==> config.mk <==
export PLATFORM = sky130hd
export DESIGN_NAME = joystick_adc_reader
export DESIGN_NICKNAME = d
export VERILOG_FILES = /design/src/rtl/joystick_adc_reader.sv
export SDC_FILE = /design/constraint.sdc
export NUM_CORES = 1
export LEC_CHECK = 0
export CELL_PAD_IN_SITES_DETAIL_PLACEMENT = 1
export CELL_PAD_IN_SITES_GLOBAL_PLACEMENT = 2
export CORE_UTILIZATION = 29
export CTS_CLUSTER_SIZE = 30
export DETAILED_ROUTE_END_ITERATION = 7
export PLACE_DENSITY = 0.83
export SLEW_MARGIN = 20
export SYNTH_ARGS = -nofsm -noshare
export SYNTH_HDL_FRONTEND = slang
export SYNTH_SLANG_ARGS = --single-unit
==> constraint.sdc <==
create_clock -name fastClock -period 1.9 [get_ports fastClock]
set_clock_uncertainty 0.1 [all_clocks]
set_input_delay 0.285 -clock fastClock [delete_from_list [all_inputs] [get_ports fastClock]]
set_output_delay 0.285 -clock fastClock [all_outputs]
set_load 0.01 [all_outputs]
==> src/rtl/joystick_adc_reader.sv <==
// Framed SPI transaction engine for an MCP3002-style dual-channel 10-bit ADC.
// Alternately converts X (ch0) and Y (ch1) and publishes registered results.
module joystick_adc_reader #(
    parameter int CLK_DIV    = 16,
    parameter int IDLE_TICKS = 4
) (
    input  logic       fastClock,
    input  logic       reset,
    input  logic       enable,
    input  logic       adcDout,
    output logic       adcCsN,
    output logic       adcSclk,
    output logic       adcDin,
    output logic [9:0] xValue,
    output logic [9:0] yValue,
    output logic [3:0] xNibble,
    output logic [3:0] yNibble,
    output logic       sampleValid,
    output logic       sampleChannel
);

    localparam int DIV_W = (CLK_DIV > 2) ? $clog2(CLK_DIV) : 1;
    localparam int GAP_W = (IDLE_TICKS > 1) ? $clog2(IDLE_TICKS + 1) : 1;

    typedef enum logic [1:0] {
        ST_IDLE,
        ST_SETUP,
        ST_HIGH,
        ST_LOW
    } state_t;

    state_t           state_q;
    logic [DIV_W-1:0] div_q;
    logic [GAP_W-1:0] gap_q;
    logic [3:0]       pulse_q;
    logic [3:0]       pulse_d;
    logic [9:0]       shift_q;
    logic [9:0]       result_d;
    logic             chan_q;
    logic             din_d;
    logic             tick;
    logic             csn_q;
    logic             sclk_q;
    logic             din_q;
    logic [9:0]       x_q;
    logic [9:0]       y_q;
    logic             valid_q;
    logic             schan_q;

    always_comb begin
        tick     = (div_q == DIV_W'(CLK_DIV - 1));
        pulse_d  = pulse_q + 4'd1;
        result_d = {shift_q[8:0], adcDout};
        // Command bits for the pulse about to be clocked: SGL, ODD, MSBF, then zeros.
        case (pulse_d)
            4'd2:    din_d = 1'b1;
            4'd3:    din_d = chan_q;
            4'd4:    din_d = 1'b1;
            default: din_d = 1'b0;
        endcase
    end

    always_ff @(posedge fastClock) begin
        if (reset) begin
            state_q <= ST_IDLE;
            div_q   <= '0;
            gap_q   <= '0;
            pulse_q <= '0;
            shift_q <= '0;
            chan_q  <= 1'b0;
            csn_q   <= 1'b1;
            sclk_q  <= 1'b0;
            din_q   <= 1'b0;
            x_q     <= 10'h200;
            y_q     <= 10'h200;
            valid_q <= 1'b0;
            schan_q <= 1'b0;
        end else begin
            valid_q <= 1'b0;
            if (tick) div_q <= '0;
            else      div_q <= div_q + 1'b1;

            if (tick) begin
                case (state_q)
                    ST_IDLE: begin
                        if (gap_q != GAP_W'(IDLE_TICKS)) begin
                            gap_q <= gap_q + 1'b1;
                        end else if (enable) begin
                            csn_q   <= 1'b0;
                            din_q   <= 1'b1;
                            pulse_q <= 4'd1;
                            state_q <= ST_SETUP;
                        end
                    end
                    ST_SETUP: begin
                        sclk_q  <= 1'b1;
                        state_q <= ST_HIGH;
                    end
                    ST_HIGH: begin
                        sclk_q <= 1'b0;
                        // Pulse 5 is the null bit; data bits arrive on pulses 6..15.
                        if (pulse_q >= 4'd6) shift_q <= result_d;
                        if (pulse_q == 4'd15) begin
                            csn_q <= 1'b1;
                            din_q <= 1'b0;
                            if (chan_q) y_q <= result_d;
                            else        x_q <= result_d;
                            valid_q <= 1'b1;
                            schan_q <= chan_q;
                            chan_q  <= ~chan_q;
                            gap_q   <= '0;
                            state_q <= ST_IDLE;
                        end else begin
                            pulse_q <= pulse_d;
                            din_q   <= din_d;
                            state_q <= ST_LOW;
                        end
                    end
                    ST_LOW: begin
                        sclk_q  <= 1'b1;
                        state_q <= ST_HIGH;
                    end
                    default: state_q <= ST_IDLE;
                endcase
            end
        end
    end

    assign adcCsN        = csn_q;
    assign adcSclk       = sclk_q;
    assign adcDin        = din_q;
    assign xValue        = x_q;
    assign yValue        = y_q;
    assign xNibble       = x_q[9:6];
    assign yNibble       = y_q[9:6];
    assign sampleValid   = valid_q;
    assign sampleChannel = schan_q;

endmodule

==> run metrics, run 1 <==
cell count of the worst hold path=2; 1st-pass router iterations=4; width of the chip=86.9 um; detailed-route wire length=4740 um; pwr dens=628 nW/um^2; layout cell share with drive strength beyond 1=0.162; maximum achievable frequency=approximately 560 MHz; final worst slack=roughly 0.12 ns; clock tree from TritonCTS=built; pre-CTS setup slack=roughly 0.0021 ns; r2r setup slk=about 0.12 ns; DR vias/cell=4.67; depth of the worst register-to-register path=8; CTS sink count=48; Synth async-reset ratio=0; adder-cell area share of the yosys netlist=0.0359; netlist area before placement=2090 um^2; highest net fanout along the worst path=7; number of global-route vias before repair=1,736; Port Buffers=36; Gate power share=0.037; category of the worst setup path launch point=register; number of antenna violations at the first check in global routing=0; status=completed; HPWL after DPL=3400 um; Final Wtd Congestion=between 0.8 and 0.9; wire length of the first global-routing pass=about 8300 um; total CTS buffers=5; Std-Cell Rows=30; Compound-Gate Fraction of Synth Area=0.100; Layout Area Growth over Synthesis=32.4%; IO Count=37; crit path time final=between 1.5 and 2 ns; Post-Route Setup TNS=0 ns; clock share of power=0.375; worst slew margin relative to its limit=0.782; number of distinct standard cells referenced by the synthesized netlist=38; power dissipated by switching net loads=about 0.00040 W; main combinational cell family by area after synthesis=simple AND/OR/NAND/NOR gates; leading area contributor after synthesis=sky130_fd_sc_hd__dfxtp_1; CP endpoint kind=register; Worst Path Class, Setup=reg2reg; number of flops mapped to enable cells by yosys=0; antenna cells=0; hold wc startpoint=adcSclk; worst-margin pin slew=~0.32 ns; data required time of the worst path=approximately 2.0 ns; number of fill cells=798; most common cell after layout, fill and taps aside=sky130_fd_sc_hd__dfxtp_1; initial DRC count=67; parity-gate share of the synthesized area counting xor and xnor cells=0.00838; maximum number of pins on one net before global-route repair=39; clock transition at the registers of the reported paths=about 0.090 ns; max-cap violation count=0; number of warnings printed during yosys synthesis=0; sequential standard cell area=approximately 960 um^2; number of H-tree levels=2; Final ANT Viol Nets=0; switching part of the total power=0.227; predominant post-synthesis flop cell=sky130_fd_sc_hd__dfxtp_1; portion of netlist area occupied by mux cells=0.134; hold violation total from the final report=0; final setup vio count=0; ranking of synthesized cells by area=sky130_fd_sc_hd__dfxtp_1, sky130_fd_sc_hd__mux2i_1, sky130_fd_sc_hd__nor2_1, sky130_fd_sc_hd__a21oi_1, sky130_fd_sc_hd__buf_4; via total after detailed routing=1,661; clock root buffer master=sky130_fd_sc_hd__clkbuf_8; worst skew pair latency=approximately 0.30 ns; Core Area=a little under 7000 um^2; Post-Syn Instances=~210; cell leakage power=0.988 nW; vertical die dimension=86.9 um; arrival time at the worst endpoint=~1.9 ns; portion of the post-synthesis area used by sequential elements=0.460; worst r2r src=pulse_q[0]; Flop pwr share=0.588; count of final max-slew check failures=0; maximum VDD drop=between 0.0002 and 0.0003 V; starting density of the core=0.304; residual overflow from global routing=0; overall routing resource usage=0.138; clk buf depth=2; area share of the leading cell type in the synthesized netlist=0.460; synthesized-area fraction occupied by and/or/nand/nor cells=0.186; worst reg2reg path endpoint=shift_q[6]; Post-Syn Nets=between 200 and 250; DRC errors left=0; final worst path period share=0.939; class of the worst hold path=reg2reg; multi-input combinational cell area=approximately 1000 um^2; number of flip-flops and latches in the synthesized netlist=48; Final #Nets=269; internal portion of total power=~0.0013 W; detailed-route wire length per cell=13.3 um; post-synthesis area per instance=around 9.8 um^2; worst-case hold path end point=adcSclk; DIE AREA=around 7500 um^2; commonest cells after routing, fill and taps aside=sky130_fd_sc_hd__dfxtp_1, sky130_fd_sc_hd__nor2_1, sky130_fd_sc_hd__clkdlybuf4s50_1, sky130_fd_sc_hd__mux2i_1, sky130_fd_sc_hd__buf_4
## routing by layer
layer,part of all wire,global-route usage
met1,0.47,0.180
met2,0.48,0.228
met3,0.032,0.0275
met4,0.012,0.0455
met5,0,0
## power by group through the flow
stage / Sequential [W] / Clock (W) / Combinational [W]
floorplan: 0.00104 / 0 / 0.0000341
finish: 0.00102 / 0.000652 / 0.0000646
global placement: 0.00104 / 0 / 0.0000615
detailed placement: 0.00104 / 0 / 0.0000636
global route: 0.00102 / 0.000725 / 0.0000719
CTS: 0.00102 / 0.000679 / 0.0000642
## metrics by stage
step / cell area [um^2] / total power (W) / hold WS (ns) / cells / utilization
3_5_place_dp: 2630 / 0.00111 / 0.355 / 346 / 0.382
4_1_cts: 2720 / 0.00176 / 0.371 / 354 / 0.397
5_1_grt: 2770 / 0.00182 / 0.394 / 356 / 0.403
3_3_place_gp: 2630 / 0.00110 / 0.351 / 346 / 0.382
6_report: 2770 / 0.00174 / 0.364 / 356 / 0.403
2_1_floorplan: 2090 / 0.00108 / 0.332 / 214 / -
## cell type report
class,count,area share
Clock buffer,6,0.0299
Clock inverter,2,0.00498
Inverter,9,0.0122
Multi-Input combinational cell,137,0.362
Sequential cell,48,0.347
Tap cell,96,0.0434
Timing Repair Buffer,58,0.200
## synthesized netlist by cell type, drive strengths merged, types with 2 or more instances
master / number
a32oi: 2
ha: 6
and3: 2
buf: 15
o21ai: 5
nand3: 4
a21oi: 15
a211oi: 2
nor4: 3
nor2: 39
mux2i: 28
nor3b: 2
inv: 9
nand4b: 2
dfxtp: 48
nand2: 4
nor3: 6
clkbuf: 5
xnor2: 2
o32ai: 2
## flip-flops by register name, indices dropped and copies added (netlist names)
| name | count |
|---|---|
| adcCsN | 1 |
| adcDin | 1 |
| adcSclk | 1 |
| chan_q | 1 |
| div_q | 4 |
| gap_q | 3 |
| pulse_q | 4 |
| sampleChannel | 1 |
| sampleValid | 1 |
| shift_q | 9 |
| state_q | 2 |
| xValue | 10 |
| yValue | 10 |
## worst max-delay path by stage
stage	startpoint	to	slack, ns	cells after the start
floorplan	div_q[0]	yValue[2]	0.09	6
global placement	div_q[1]	shift_q[7]	0.04	6
detailed placement	div_q[1]	shift_q[5]	0.002	6
CTS	div_q[1]	shift_q[6]	0.04	6
global route	div_q[1]	yValue[7]	-0.008	6
finish	pulse_q[0]	shift_q[6]	0.12	8
## worst max-delay path, cell delays in order (launching register included)
cell	delay [ns]
sky130_fd_sc_hd__dfxtp_1	0.33
sky130_fd_sc_hd__buf_4	0.15
sky130_fd_sc_hd__inv_1	0.08
sky130_fd_sc_hd__ha_1	0.18
sky130_fd_sc_hd__o21ai_0	0.14
sky130_fd_sc_hd__a211oi_4	0.27
sky130_fd_sc_hd__buf_6	0.18
sky130_fd_sc_hd__mux2i_1	0.21
sky130_fd_sc_hd__nor2_1	0.05
## cells by family after synthesis
kind of cell               Yosys count
and+or+nand+nor                     68
DFF                                 48
AOI/OAI and AO/OA                   33
buffers and inverters               29
muxes                               28
adders and majority gates            6
xor gates and xnor gates             2
## what timing repair did
| action | 4_1_cts | 5_1_grt |
|---|---|---|
| hold endpoints to repair | 0 | 0 |
| pin swaps | 0 | 3 |
| endpoints found under the setup margin | 6 | 12 |
| setup buffers | 0 | 2 |
| hold buffers | 0 | 0 |
| resized for setup | 1 | 5 |
Power figures use the tool's default switching activity.
==> run 2: changes to the inputs <==
--- a/config.mk
+++ b/config.mk
@@ -11,6 +11,7 @@
 export CTS_CLUSTER_SIZE = 30
 export DETAILED_ROUTE_END_ITERATION = 7
 export PLACE_DENSITY = 0.83
+export SETUP_SLACK_MARGIN = 0.4
 export SLEW_MARGIN = 20
 export SYNTH_ARGS = -nofsm -noshare
 export SYNTH_HDL_FRONTEND = slang
==> run 2 against run 1 <==
Net effect:
- total power decreased by 1.7%
- clock-buffer cell count decreased by 1
- maximum frequency increased by 3.7%
- first-iteration DRC count decreased by 33%
- global-route usage increased by 1.2 points
- die area unchanged
- flip-flop and latch count unchanged
- cell count increased by 4.5%
- non-clock buffer count increased by 16
- register-to-register slack improved by 0.06 ns
- combinational power increased by 9.3%
==> run metrics, run 2 (synthesis gave the netlist of run 1 again) <==
status=completed; data required time of the worst path=~2 ns; layout cell share with drive strength beyond 1=0.297; number of antenna violations at the first check in global routing=0; peak per-stage delay on the critical path=between 0.4 and 0.5 ns; IO Count=37; Port Buffers=36; Final ANT Viol Nets=0; clock transition at the registers of the reported paths=roughly 0.090 ns; overall routing resource usage=0.150; Std-Cell Rows=30; antenna cells=0; count of final max-slew check failures=0; maximum achievable frequency=just under 600 MHz; initial DRC count=45; worst r2r src=pulse_q[0]; max-cap violation count=0; number of H-tree levels=2; slowest cell on the critical path=sky130_fd_sc_hd__or3_4; clock tree from TritonCTS=built; Final Wtd Congestion=0.744; final setup vio count=0; width of the chip=approximately 87 um; most common cell after layout, fill and taps aside=sky130_fd_sc_hd__dfxtp_1; worst reg2reg path endpoint=pulse_q[3]; hold wc startpoint=adcSclk; Cell Chain, Critical Path=ha_4, buf_6, and4_1, or3_4, a311oi_2, nor3_1; vertical die dimension=86.9 um; depth of the worst register-to-register path=6; final non-filler cell area=approximately 3000 um^2; pwr dens=562 nW/um^2; starting density of the core=0.304; buffer and inverter count on the worst path=1; worst skew pair latency=~0.3 ns; 1st-pass router iterations=4; maximum number of pins on one net before global-route repair=34; crit path time final=1.72 ns; Worst Path Class, Setup=reg2reg; maximum VDD drop=between 0.0003 and 0.0004 V; Final #Nets=approximately 290; CP top delay family=simple AND/OR/NAND/NOR gates; wire length of the first global-routing pass=slightly below 9000 um; HPWL after DPL=between 3000 and 4000 um; commonest cells after routing, fill and taps aside=sky130_fd_sc_hd__dfxtp_1, sky130_fd_sc_hd__nor2_1, sky130_fd_sc_hd__dlygate4sd2_1, sky130_fd_sc_hd__mux2i_1, sky130_fd_sc_hd__buf_4; hold violation total from the final report=0; total CTS buffers=5; CP endpoint kind=register; cell leakage power=around 1.2 nW; residual overflow from global routing=0; DR vias/cell=4.69; CTS sink count=48; final worst path period share=0.905; DIE AREA=about 7500 um^2; worst-margin pin slew=approximately 0.3 ns; class of the worst hold path=reg2reg; arrival time at the worst endpoint=1.82 ns; area after detailed placement=about 2600 um^2; detailed-route wire length=approximately 5400 um; detailed-route wire length per cell=14.5 um; cell count of the worst hold path=2; Layout Area Growth over Synthesis=45.6%; Post-Route Setup TNS=0 ns; clk buf depth=2; number of fill cells=between 700 and 800; number of global-route vias before repair=1,814; worst slew margin relative to its limit=0.800; clock root buffer master=sky130_fd_sc_hd__clkbuf_8; worst-case hold path end point=adcSclk; unrepaired setup endpoints after global routing=yes; highest net fanout along the worst path=4; r2r setup slk=about 0.18 ns; Core Area=6870 um^2; via total after detailed routing=between 1,500 and 2,000; DRC errors left=0; category of the worst setup path launch point=register
## run 2: worst max path at each step
stage                             to        from  slack [ns]  cells past startpoint
after global routing       xValue[8]    div_q[1]        0.11                      7
after detailed placement  pulse_q[3]      enable        0.09                      5
after CTS                  yValue[0]  pulse_q[0]        0.17                      7
after floorplan            yValue[2]    div_q[0]        0.26                      6
after global placement    pulse_q[3]      enable        0.11                      5
final                     pulse_q[3]  pulse_q[0]        0.18                      6
## run 2: final cells by class
cell class              count  area (um^2)  share of cell area
inverters                   9         33.8              0.0111
clock buffers               5         68.8              0.0226
well taps                  96          120              0.0395
clock inverters             3         18.8             0.00617
repair buffers             74          699               0.230
multi-input cells         137         1120               0.369
flip-flops and latches     48          980               0.322
## run 2: power by group
part           switching, W  internal [W]  leakage (nW)
Clock              0.000361      0.000257        0.0479
Combinational     0.0000357     0.0000349         0.777
Sequential       0.00000908       0.00101         0.392
## run 2: per-stage QoR
stage	setup WS [ns]	std cells	hold slack (ns)	utilization	power, W
after global routing	0.112	372	0.394	0.443	0.00178
final	0.181	372	0.368	0.443	0.00171
after detailed placement	0.0880	337	0.361	0.380	0.00111
after CTS	0.172	362	0.375	0.418	0.00172
after floorplan	0.262	214	0.332	-	0.00108
after global placement	0.108	337	0.351	0.380	0.00110
## run 2: worst min-delay path, delay by kind of cell, from the launching register on
| family | cells | cell delay, ns |
|---|---|---|
| flops | 1 | 0.32 |
| compound gates | 1 | 0.06 |
| simple gates | 1 | 0.05 |
## run 2: metal layers
| metal | up-vias | track usage | routed length (um) |
|---|---|---|---|
| met2 | 22 | 0.262 | 2680 |
| met1 | 857 | 0.184 | 2490 |
| met3 | 5 | 0.0313 | 143 |
| met4 | 0 | 0.0500 | 77 |
| met5 | - | 0 | 0 |
| li1 | 862 | - | - |
## run 2: repair_timing
action	CTS	global route
cloned	1	0
pin swaps	5	19
hold buffers	0	0
gates resized for setup	49	28
endpoints found under the setup margin	67	41
setup buffers	16	10
